--- config.mk ---
export PLATFORM = sky130hd
export DESIGN_NAME = lsu
export DESIGN_NICKNAME = d
export VERILOG_FILES = /design/src/rtl/lsu.sv
export SDC_FILE = /design/constraint.sdc
export NUM_CORES = 1
export LEC_CHECK = 0
export BUFFER_PORTS_ARGS = -buffer_cell sky130_fd_sc_hd__buf_2
export CAP_MARGIN = 10
export CORE_ASPECT_RATIO = 0.9
export CORE_MARGIN = 2
export CORE_UTILIZATION = 58
export DETAILED_ROUTE_END_ITERATION = 16
export PLACE_DENSITY_LB_ADDON = 0.3
export SLEW_MARGIN = 20
export SYNTH_ARGS = -nofsm -noshare
export SYNTH_HDL_FRONTEND = slang
export SYNTH_SLANG_ARGS = --single-unit
--- constraint.sdc ---
create_clock -name clk -period 6.2 [get_ports clk]
set_clock_uncertainty 0.15 [all_clocks]
set_input_delay 0 -clock clk [delete_from_list [all_inputs] [get_ports clk]]
set_output_delay 0 -clock clk [all_outputs]
set_load 0.005 [all_outputs]
--- src/rtl/lsu.sv ---
// Load/store unit driving a word-only, async-read/sync-write data memory.
// Latency: load 2 cycles, word store 2, sub-word store 3 (read-modify-write), error 2.
// Backpressure: req_ready only in IDLE; the response is held in RESP until resp_ready.
//
// Ports:
//   clk, rst_n                      clock, async active-low reset
//   req_valid/req_ready/req_we/req_size/req_unsigned/req_addr/req_wdata   core request
//   resp_valid/resp_ready/resp_rdata/resp_err                             core response
//   mem_we/mem_addr/mem_wdata/mem_rdata                                   data memory port
module lsu #(
   parameter int ADDR_WIDTH = 16,
   parameter int DATA_WIDTH = 32
) (
   input  logic                  clk,
   input  logic                  rst_n,
   input  logic                  req_valid,
   output logic                  req_ready,
   input  logic                  req_we,
   input  logic [1:0]            req_size,
   input  logic                  req_unsigned,
   input  logic [ADDR_WIDTH-1:0] req_addr,
   input  logic [DATA_WIDTH-1:0] req_wdata,
   output logic                  resp_valid,
   input  logic                  resp_ready,
   output logic [DATA_WIDTH-1:0] resp_rdata,
   output logic                  resp_err,
   output logic                  mem_we,
   output logic [ADDR_WIDTH-1:0] mem_addr,
   output logic [DATA_WIDTH-1:0] mem_wdata,
   input  logic [DATA_WIDTH-1:0] mem_rdata
);

   typedef enum logic [2:0] {IDLE, READ, WRITE, ERR, RESP} state_t;

   state_t                  state, state_nxt;
   logic                    we_q;
   logic [1:0]              size_q;
   logic                    uns_q;
   logic [ADDR_WIDTH-1:0]   addr_q;
   logic [DATA_WIDTH-1:0]   wdata_q;
   logic [DATA_WIDTH-1:0]   word_q;

   logic                    req_bad;
   logic [DATA_WIDTH-1:0]   lane_shift;
   logic [DATA_WIDTH-1:0]   load_data;
   logic [DATA_WIDTH-1:0]   merged;

   // Illegal size or an address not aligned to the access size.
   assign req_bad = (req_size == 2'd3) ||
                    (req_size == 2'd1 && req_addr[0]) ||
                    (req_size == 2'd2 && req_addr[1:0] != 2'b00);

   // Bring the addressed lane down to bit 0, then extend. Halfwords are
   // guaranteed even-aligned here, so the shift only ever picks lane 0 or 2.
   assign lane_shift = mem_rdata >> {addr_q[1:0], 3'b000};

   always_comb begin
      load_data = mem_rdata;
      unique case (size_q)
         2'd0:    load_data = {{(DATA_WIDTH-8){~uns_q & lane_shift[7]}}, lane_shift[7:0]};
         2'd1:    load_data = {{(DATA_WIDTH-16){~uns_q & lane_shift[15]}}, lane_shift[15:0]};
         default: load_data = mem_rdata;
      endcase
   end

   // Merge store data into the word captured during READ.
   always_comb begin
      merged = word_q;
      unique case (size_q)
         2'd0:    merged[{addr_q[1:0], 3'b000} +: 8] = wdata_q[7:0];
         2'd1:    merged[{addr_q[1], 4'b0000} +: 16] = wdata_q[15:0];
         default: merged = wdata_q;
      endcase
   end

   always_comb begin
      state_nxt = state;
      unique case (state)
         IDLE: begin
            if (req_valid) begin
               if (req_bad)
                  state_nxt = ERR;
               else if (req_we && req_size == 2'd2)
                  state_nxt = WRITE;
               else
                  state_nxt = READ;
            end
         end
         READ:    state_nxt = we_q ? WRITE : RESP;
         WRITE:   state_nxt = RESP;
         ERR:     state_nxt = RESP;
         RESP:    state_nxt = resp_ready ? IDLE : RESP;
         default: state_nxt = IDLE;
      endcase
   end

   always_ff @(posedge clk or negedge rst_n) begin
      if (!rst_n)
         state <= IDLE;
      else
         state <= state_nxt;
   end

   always_ff @(posedge clk or negedge rst_n) begin
      if (!rst_n) begin
         we_q       <= 1'b0;
         size_q     <= 2'd0;
         uns_q      <= 1'b0;
         addr_q     <= '0;
         wdata_q    <= '0;
         word_q     <= '0;
         resp_rdata <= '0;
         resp_err   <= 1'b0;
      end else begin
         unique case (state)
            IDLE: begin
               if (req_valid) begin
                  we_q       <= req_we;
                  size_q     <= req_size;
                  uns_q      <= req_unsigned;
                  addr_q     <= req_addr;
                  wdata_q    <= req_wdata;
                  resp_rdata <= '0;
                  resp_err   <= 1'b0;
               end
            end
            READ: begin
               word_q <= mem_rdata;
               if (!we_q)
                  resp_rdata <= load_data;
            end
            ERR: begin
               resp_err   <= 1'b1;
               resp_rdata <= '0;
            end
            RESP: begin
               if (resp_ready)
                  resp_err <= 1'b0;
            end
            default: ;
         endcase
      end
   end

   // Decoded straight from the state register so reset kills a write at once.
   assign req_ready  = (state == IDLE);
   assign resp_valid = (state == RESP);
   assign mem_we     = (state == WRITE);
   assign mem_addr   = {addr_q[ADDR_WIDTH-1:2], 2'b00};
   assign mem_wdata  = (state == WRITE) ? merged : '0;

endmodule

==> metrics.cfg <==
[grt]
grt_overflow = 0
busiest_layer = met2
met2_usage = 0.589
met3_usage = 0.0932
grt_pass1_vias = 6316
grt_pass1_wl_um = 34000
antenna_found_initial = 0
grtUsageMet1 = 0.470
grt_usage = 0.370
grt_max_degree = 73

[detailed_routing]
postRouteAntennaNets = 0
routedWlPerCell_um = 22.8
routed_wl_um = 21900
via_count = 6254
vias_per_cell = 6.52
drtPass1Iterations = 6
drt-initial-drc-count = 743
route.detailed.drc = 0

[synthesis]
synth_most_common_cell = dfrtp_1
synth.largest_area_cell = dfrtp_1
synth_area_um2 = 6510
synth_flop_cell = dfrtp_1
avgSynthCellArea_um2 = 11.3
netlist.area_leader.share = 0.461
async_reset_ff_frac = 1.00
synth-seq-area-share = 0.461
synth_seq_cells = 120
synth-edff-count = 0
ys_warn_count = 0
syn_inst = 574
netlist_top_cells_count = dfrtp_1 (120), mux2_2 (97), a221o_1 (32)
synth_cell_types = 48
ys_top_cells_by_area = dfrtp_1 (46%), mux2_2 (17%), a221o_1 (4.9%)

[placed_design]
dp_hpwl_um = 13400
port_buffers = 169
routabilityCongestion = 0.891
placed_cell_area_um2 = 7240

[floorplan]
start_util = 0.597
core_um2 = 10900
die_y_um = 105
rows = 36
fp.dieArea_um2 = 12100
ios = 172
die_width_um = 116

[critical_path]
reg2reg_from = addr_q[1]
crit_path_max_fanout = 30
cp-startpoint = addr_q[0]
worstSetupStartpointType = flip-flop
crit_arrival_ps = 3820
required_ps = 6050
crit_type = flip-flop to output port
end_kind = output port

[timing]
period_share = 0.640
setup_violations = 0
tightest_slew_ps = 1090
hold_violations = 18
whs_ps = -9.70
tns_ps = 0
min_period_ps = 3970
fmax_ghz = 0.252
slew-limit-headroom = 0.271
report.final.slew_viol_count = 0
rsz0062_at_grt = no

[clock_network]
cts_post_setup_buffers_inserted = 0
cts_resized = 0
tritoncts = built
cts_buffer_depth = 2
root_buffer = clkbuf_16
clock_sinks = 120
holdBufCountCts = 89
cts.clk_slew.worst_paths_ps = 60
cts_buffers = 17
clkLatencyLatePin_ps = 430
htree_levels = 4

[finish]
num_antenna_cells = 0
area_growth_pct = 34.5
seq_area_um2 = 3000
fillers = 680
fin_nets = 887
multiInputGateArea_um2 = 3130
stdcell_area_um2 = 8750
drive_gt1_frac = 0.387

[power_and_ir_drop]
p_leak_nw = 4.01
p_per_area_nw_per_um2 = 521
vdd_ir_drop_max_mv = 0.313
total_power_w = 0.00456

[outcome]
status = finished with violations
violations = negative hold slack

[worst_hold_path]
hp-class = input port to async pin

[job]
cap_viol_max_count = 0

[layout make-up]
cell class	count	share of cell area
Multi-Input combinational cell	382	0.357
Inverter	9	0.00386
Timing Repair Buffer	264	0.204
Sequential cell	120	0.343
Tap cell	152	0.0217
Clock buffer	21	0.0537
Clock inverter	11	0.0166
[metrics by stage]
stage / instances / setup WS (ps) / hold slack, ps / util
final: 959 / 2230 / -9.70 / 0.803
after global routing: 959 / 1980 / 60.8 / 0.803
after CTS: 959 / 2290 / 10.1 / 0.803
after detailed placement: 838 / 2790 / -93.1 / 0.665
after global placement: 838 / 2980 / -105 / 0.665
after floorplan: 575 / 3860 / -446 / -
[critical path, stage by stage, from the launching register on]
cell and delay, ps:
dfrtp_1 1060, clkinv_1 660, ha_1 530, nor2_1 140, and3_1 380, a221oi_1 130, a211oi_1 300, buf_2 180
[worst paths after layout]
check                                 endpoint  slack, ps  depth (start not counted)
worst max-delay path              mem_wdata[7]       2230                          7
worst min-delay path                  resp_err        -10                          2
worst max register to register  resp_rdata[18]       3130                          4
worst min register to register   resp_rdata[1]        350                          1
max in group asynchronous       resp_rdata[31]       4530                          3
min in group clk                   wdata_q[14]        180                          4
[report_power, final]
group	internal [W]	switching (W)
sequential	0.00114	0.000436
clock	0.000662	0.000370
combinational	0.000963	0.000989
total	0.00277	0.00180
[layout by cell type (no fill, tap or decap), types with 2 or more instances in the layout]
master	instances
mux2i_1	11
clkbuf_8	3
and4_1	2
o21a_1	2
clkinv_2	3
ha_1	5
clkinvlp_4	3
nor2_1	12
nor3b_1	3
clkbuf_16	17
nor2b_1	12
conb_1	2
mux2_2	97
o22ai_1	31
nand2_1	18
a221oi_1	29
a21oi_1	18
a211oi_1	6
buf_2	168
buf_4	7
and3_1	7
a31oi_1	2
dfrtp_1	120
o2bb2ai_1	3
o21ai_0	23
a22o_1	12
and2_1	2
nor3_1	25
nand2b_1	3
a22oi_1	7
inv_1	8
dlygate4sd3_1	89
a221o_1	32
bufinv_16	3
[kinds of logic after synthesis]
group                    share of synthesized area
AND/OR/NAND/NOR                             0.0817
flip-flops                                   0.461
buffers and inverters                       0.0596
adder cells (fa/ha/maj)                    0.00961
other                                     0.000576
multiplexers                                 0.185
AO/OA/AOI/OAI                                0.203
[state kept, by name (all words and copies together) (netlist names)]
register	flops
resp_rdata	32
wdata_q	32
word_q	32
addr_q	16
state	3
size_q	2
resp_err	1
uns_q	1
we_q	1
[per-layer routing]
| metal | wire length (um) | up-vias |
|---|---|---|
| met3 | 1890 | 89 |
| li1 | - | 2652 |
| met1 | 8310 | 3099 |
| met2 | 10800 | 414 |
| met4 | 893 | 0 |
| met5 | 0 | - |
(Power assumes the default switching activity.)
